<file path="config.mk">
export PLATFORM = sky130hd
export DESIGN_NAME = uart_rx
export DESIGN_NICKNAME = d
export VERILOG_FILES = /design/src/rtl/uart_rx.sv
export SDC_FILE = /design/constraint.sdc
export NUM_CORES = 1
export LEC_CHECK = 0
export BUFFER_PORTS_ARGS = -buffer_cell sky130_fd_sc_hd__buf_2
export CAP_MARGIN = 20
export CORE_ASPECT_RATIO = 0.75
export CORE_UTILIZATION = 45
export CTS_CLUSTER_DIAMETER = 50
export DETAILED_ROUTE_END_ITERATION = 6
export PLACE_DENSITY_LB_ADDON = 0.12
export SYNTH_ARGS = -nofsm -noshare
export SYNTH_HDL_FRONTEND = slang
export SYNTH_SLANG_ARGS = --single-unit
</file>
<file path="constraint.sdc">
create_clock -name clock -period 2.75 [get_ports clock]
set_clock_uncertainty 0.2 [all_clocks]
set_input_delay 0 -clock clock [delete_from_list [all_inputs] [get_ports clock]]
set_output_delay 0 -clock clock [all_outputs]
set_load 0.01 [all_outputs]
</file>
<file path="src/rtl/uart_rx.sv">
// ----------------------------------------------------------------------------
// uart_rx -- 8N1 UART receiver
//
// Oversamples the serial line with the system clock. A falling edge on the
// idle-high line starts a frame. The start bit is confirmed at mid-bit, and
// each data bit and the stop bit are then sampled one bit period apart.
// A correctly framed byte is presented on output_stream and held there until
// the next good frame. A low stop bit raises frame_error. The receiver then
// waits for the line to return high, so a held-low line cannot produce a
// stream of frames.
//
// Parameters:
//   CLKS_PER_BIT  system clocks per serial bit (must be >= 4)
//   DATA_BITS     data bits per frame, LSB first
//
// Ports:
//   clock          in   system clock, rising edge
//   reset          in   synchronous, active-high reset
//   input_stream   in   serial line, idle high
//   output_stream  out  last correctly framed byte
//   data_valid     out  one-cycle pulse when output_stream is updated
//   frame_error    out  one-cycle pulse when the stop bit samples low
//   busy           out  high in every state except IDLE
//
// Build option:
//   RX_SYNC_EN  when defined, input_stream passes through a 2-flop
//               synchronizer (reset value 1) before use. Every sample point
//               and latency then moves 2 cycles later.
// ----------------------------------------------------------------------------
module uart_rx #(
    parameter int CLKS_PER_BIT = 2605,
    parameter int DATA_BITS    = 8
) (
    input  logic                 clock,
    input  logic                 reset,
    input  logic                 input_stream,
    output logic [DATA_BITS-1:0] output_stream,
    output logic                 data_valid,
    output logic                 frame_error,
    output logic                 busy
);

    localparam int CNT_W = $clog2(CLKS_PER_BIT);
    localparam int IDX_W = (DATA_BITS > 1) ? $clog2(DATA_BITS) : 1;

    // The counter starts at 0 on the edge that leaves IDLE. The start-bit
    // check therefore fires on the edge where the counter would reach HALF,
    // which is HALF edges after the first low sample.
    localparam logic [CNT_W-1:0] HALF_M1  = CNT_W'((CLKS_PER_BIT - 1) / 2 - 1);
    localparam logic [CNT_W-1:0] FULL_M1  = CNT_W'(CLKS_PER_BIT - 1);
    localparam logic [IDX_W-1:0] LAST_IDX = IDX_W'(DATA_BITS - 1);

    typedef enum logic [2:0] {
        IDLE,
        START,
        DATA,
        STOP,
        BREAK
    } state_e;

    state_e                 state_q;
    logic [CNT_W-1:0]       cnt_q;
    logic [IDX_W-1:0]       bit_idx_q;
    logic [DATA_BITS-1:0]   shift_q;
    logic [DATA_BITS-1:0]   out_q;
    logic                   data_valid_q;
    logic                   frame_error_q;
    logic                   rx;

`ifdef RX_SYNC_EN
    logic [1:0] sync_q;

    // Resetting the synchronizer to 1 (idle line) keeps a reset from
    // looking like a start bit.
    always_ff @(posedge clock) begin
        if (reset) begin
            sync_q <= 2'b11;
        end else begin
            sync_q <= {sync_q[0], input_stream};
        end
    end

    assign rx = sync_q[1];
`else
    assign rx = input_stream;
`endif

    always_ff @(posedge clock) begin
        if (reset) begin
            // NOTE: the whole datapath, shift register included, is reset so that
            // an aborted frame cannot leak partial data into a later byte.
            state_q       <= IDLE;
            cnt_q         <= '0;
            bit_idx_q     <= '0;
            shift_q       <= '0;
            out_q         <= '0;
            data_valid_q  <= 1'b0;
            frame_error_q <= 1'b0;
        end else begin
            // NOTE: non-blocking assignments throughout. Every branch below
            // reads the pre-edge value of each register.
            // The pulse outputs default low and are raised for a single cycle.
            data_valid_q  <= 1'b0;
            frame_error_q <= 1'b0;

            case (state_q)
                IDLE: begin
                    cnt_q <= '0;
                    if (!rx) begin
                        state_q <= START;
                    end
                end

                START: begin
                    if (cnt_q == HALF_M1) begin
                        cnt_q     <= '0;
                        bit_idx_q <= '0;
                        // The line is high again at mid-start-bit, so this was a glitch.
                        state_q   <= rx ? IDLE : DATA;
                    end else begin
                        cnt_q <= cnt_q + 1'b1;
                    end
                end

                DATA: begin
                    if (cnt_q == FULL_M1) begin
                        cnt_q              <= '0;
                        shift_q[bit_idx_q] <= rx;
                        if (bit_idx_q == LAST_IDX) begin
                            state_q <= STOP;
                        end else begin
                            bit_idx_q <= bit_idx_q + 1'b1;
                        end
                    end else begin
                        cnt_q <= cnt_q + 1'b1;
                    end
                end

                STOP: begin
                    if (cnt_q == FULL_M1) begin
                        cnt_q <= '0;
                        // Leaving at mid-stop-bit lets a start bit that follows
                        // immediately be caught with no idle gap.
                        if (rx) begin
                            out_q        <= shift_q;
                            data_valid_q <= 1'b1;
                            state_q      <= IDLE;
                        end else begin
                            frame_error_q <= 1'b1;
                            state_q       <= BREAK;
                        end
                    end else begin
                        cnt_q <= cnt_q + 1'b1;
                    end
                end

                BREAK: begin
                    if (rx) begin
                        state_q <= IDLE;
                    end
                end

                default: begin
                    state_q <= IDLE;
                end
            endcase
        end
    end

    assign output_stream = out_q;
    assign data_valid    = data_valid_q;
    assign frame_error   = frame_error_q;
    assign busy          = (state_q != IDLE);

endmodule

</file>
==> results.yml <==
pwr:
  power.share.combinational: 0.191
  power-per-cell-area_nw_per_um2: 595.0
  switchingPower_uw: 326.0
  p_total_mw: 1.165
  power_leakage_nw: 0.7266
  p_clk_frac: 0.323
  ir_worst_vdd_mv: 0.3681
  swShare: 0.2798
  internal_power_uw: 839.1
  power_frac_seq: 0.486
placement:
  gp_congestion: 0.8022
  placed_cells: 245
  post_dp_cell_area_sq_um: 1858
  pre_cts_slack_ns: 0.5684
  io_buffers: 13
  dp_hpwl_microns: 2375
cells_and_area:
  syn_to_final_growth_pct: 11.47
  fin_nets: 209
  diodes: 0
  fin_cells: 254
  final_layout_size_suffix_gt1_frac: 0.1535
  final_cell_area_sq_um: 1958
yosys:
  synthesis.area_sq_um: 1757
  yosys_warnings: 0
  ys.flop_type: "dfxtp_1"
  synthArstFlopShare: 0
  synth-simple-area-share: 0.2899
  syn_avg_cell_area_sq_um: 9.344
  synth_top_family_by_area: "simple AND/OR/NAND/NOR gates"
  yosys-top-cells-count: "dfxtp_1, nor2_1, mux2i_1"
  yosysTopAreaCell: "dfxtp_1"
  syn_inst: 188
  synth_edf_count: 0
  synth.most_common_cell: "dfxtp_1"
  synth_seq_cells: 36
  synth_xor_xnor_area_share: 0.03989
  synthTopCellsByArea: "dfxtp_1, mux2i_1, nor2_1"
  synth.distinct_cells: 44
  seq_area_frac_synth: 0.4103
  synth_compound_area_frac: 0.07194
  synth_top_area_share: 0.4103
  syn_nets: 196
  synthAdderAreaFrac: 0.03561
  synthMuxAreaShare: 0.1168
timing:
  final-setup-viol-count: 0
  fmax_mhz: 454.3
  period_share: 0.8005
  max_slew_margin: 0.6087
  rsz0062_at_grt: "no"
  fin_crit_ns: 2.201
  worstMarginPinSlew_ns: 0.5864
  slew_violations: 0
  hold_viol_final: 0
  fin_ws_ns: 0.5486
  totalNegativeSetupSlack_ns: 0
global_routing:
  track_usage: 0.1854
  first_global_vias: 1216
  grt_pass1_wl_microns: 5768
  grt-ovfl-total: 0
  grt_max_degree: 36
  antenna_found_initial: 0
detailed_routing:
  drc: 0
  avgViaCountPerCell: 5.157
  drt-wirelength-per-cell_microns: 13.22
  drt_iter0_drc: 69
  ant_nets: 0
  num_vias: 1310
  first_pass_iters: 4
  routed_wl_microns: 3357
worst_setup_path:
  worstSetupPathType: "register to register"
  crit_fanout: 8
  cp.required_ns: 2.72
  end_kind: "register"
  start_kind: "register"
  arrival_ns: 2.18
die:
  core-area_sq_um: 3709
  start_util: 0.4737
  io_pins: 14
  die_w_microns: 74.15
  num_rows: 19
  dieArea_sq_um: 4160
  die_h_microns: 56.11
clock_tree:
  cts_sinks: 36
  cts_buffer_depth: 2
  tritoncts: "built"
  clkLatencyLatePin_ns: 0.28
  root_buffer: "clkbuf_8"
  clkTransAtPathRegs_ns: 0.07
  h-tree-depth: 2
  post_cts_buffers: 0
  numCtsBuffers: 5
job:
  drv_cap: 0
outcome:
  status: "completed"
worst_hold_path:
  hold_path.class: "input port to register"
-- power groups by stage --
stage	Clock [mW]	Combinational, mW	Sequential [mW]
4_1_cts	0.387	0.223	0.565
2_1_floorplan	0	0.190	0.559
6_report	0.376	0.223	0.566
5_1_grt	0.411	0.245	0.569
3_3_place_gp	0	0.216	0.575
3_5_place_dp	0	0.222	0.577
-- state kept, by name, summed over array words and instances, names as in the netlist --
| signal | count |
|---|---|
| shift_q | 8 |
| bit_idx_q | 3 |
| frame_error | 1 |
| data_valid | 1 |
| state_q | 3 |
| output_stream | 8 |
| cnt_q | 12 |
-- layout make-up --
cell class	count	area [sq um]
sequential	36	720.7
fill	360	1750
tap	52	65.06
clock buffer	8	90.09
multi-input combinational	136	973.4
inverter	7	26.28
timing repair buffer	15	82.58
-- kinds of logic (layout without fill, tap and decap cells) --
| logic type | count (synthesis) | after routing |
|---|---|---|
| simple gates | 86 | 86 |
| fa+ha+maj | 5 | 5 |
| xor+xnor | 8 | 8 |
| compound gates | 17 | 17 |
| mux | 20 | 20 |
| flops | 36 | 36 |
| buf+inv | 16 | 30 |
-- placed cells by master (no fill, tap or decap), drive strengths merged, types with 2 or more instances in the layout --
cell	count
o21bai	2
nor2	32
nand2	8
or3	2
xor2	7
nor2b	3
o21ai	4
nor4bb	2
a21oi	3
nor3b	3
nand3b	2
nor4b	3
dfxtp	36
nor4	5
nand4b	3
buf	14
nor3	5
inv	7
o31ai	2
nand2b	3
nand3	6
mux2i	19
ha	5
nand4	4
clkbuf	8
-- per-layer routing --
layer / wire length [microns] / track usage / vias to the layer above
met2: 1347 / 0.2455 / 26
li1: - / - / 683
met3: 139 / 0.04891 / 4
met5: 0 / 0 / -
met4: 38 / 0.06593 / 0
met1: 1832 / 0.2830 / 597
-- metrics by stage --
step                        util  hold WS, ns
after global routing      0.5280      0.03660
after floorplan                -      0.02546
after detailed placement  0.5010       0.1943
final                     0.5280     0.003690
after CTS                 0.5280     0.004171
after global placement    0.5010       0.1980
-- worst max-delay path, stage by stage, from the launching register on --
cell,delay [ns]
dfxtp_1,0.35
inv_1,0.10
ha_1,0.16
and4bb_2,0.29
nand3_2,0.13
a21o_4,0.28
or2_4,0.28
mux2_4,0.29
-- repair_timing --
action / 4_1_cts / 5_1_grt
hold endpoints to repair: 9 / 0
hold buffers: 1 / 0
gates resized for setup: 0 / 0
-- final timing paths --
kind | from | to | slack [ns] | depth (start not counted)
max | cnt_q[0]$_SDFFE_PP0P_ | state_q[2]$_SDFFE_PP0P_ | 0.55 | 7
min | reset | shift_q[5]$_SDFFE_PP0P_ | 0.004 | 2
max reg2reg | cnt_q[0]$_SDFFE_PP0P_ | state_q[2]$_SDFFE_PP0P_ | 0.55 | 7
min reg2reg | output_stream[1]$_SDFFE_PP0P_ | output_stream[1]$_SDFFE_PP0P_ | 0.29 | 2
Note: power is estimated with default switching activity, not from simulation.
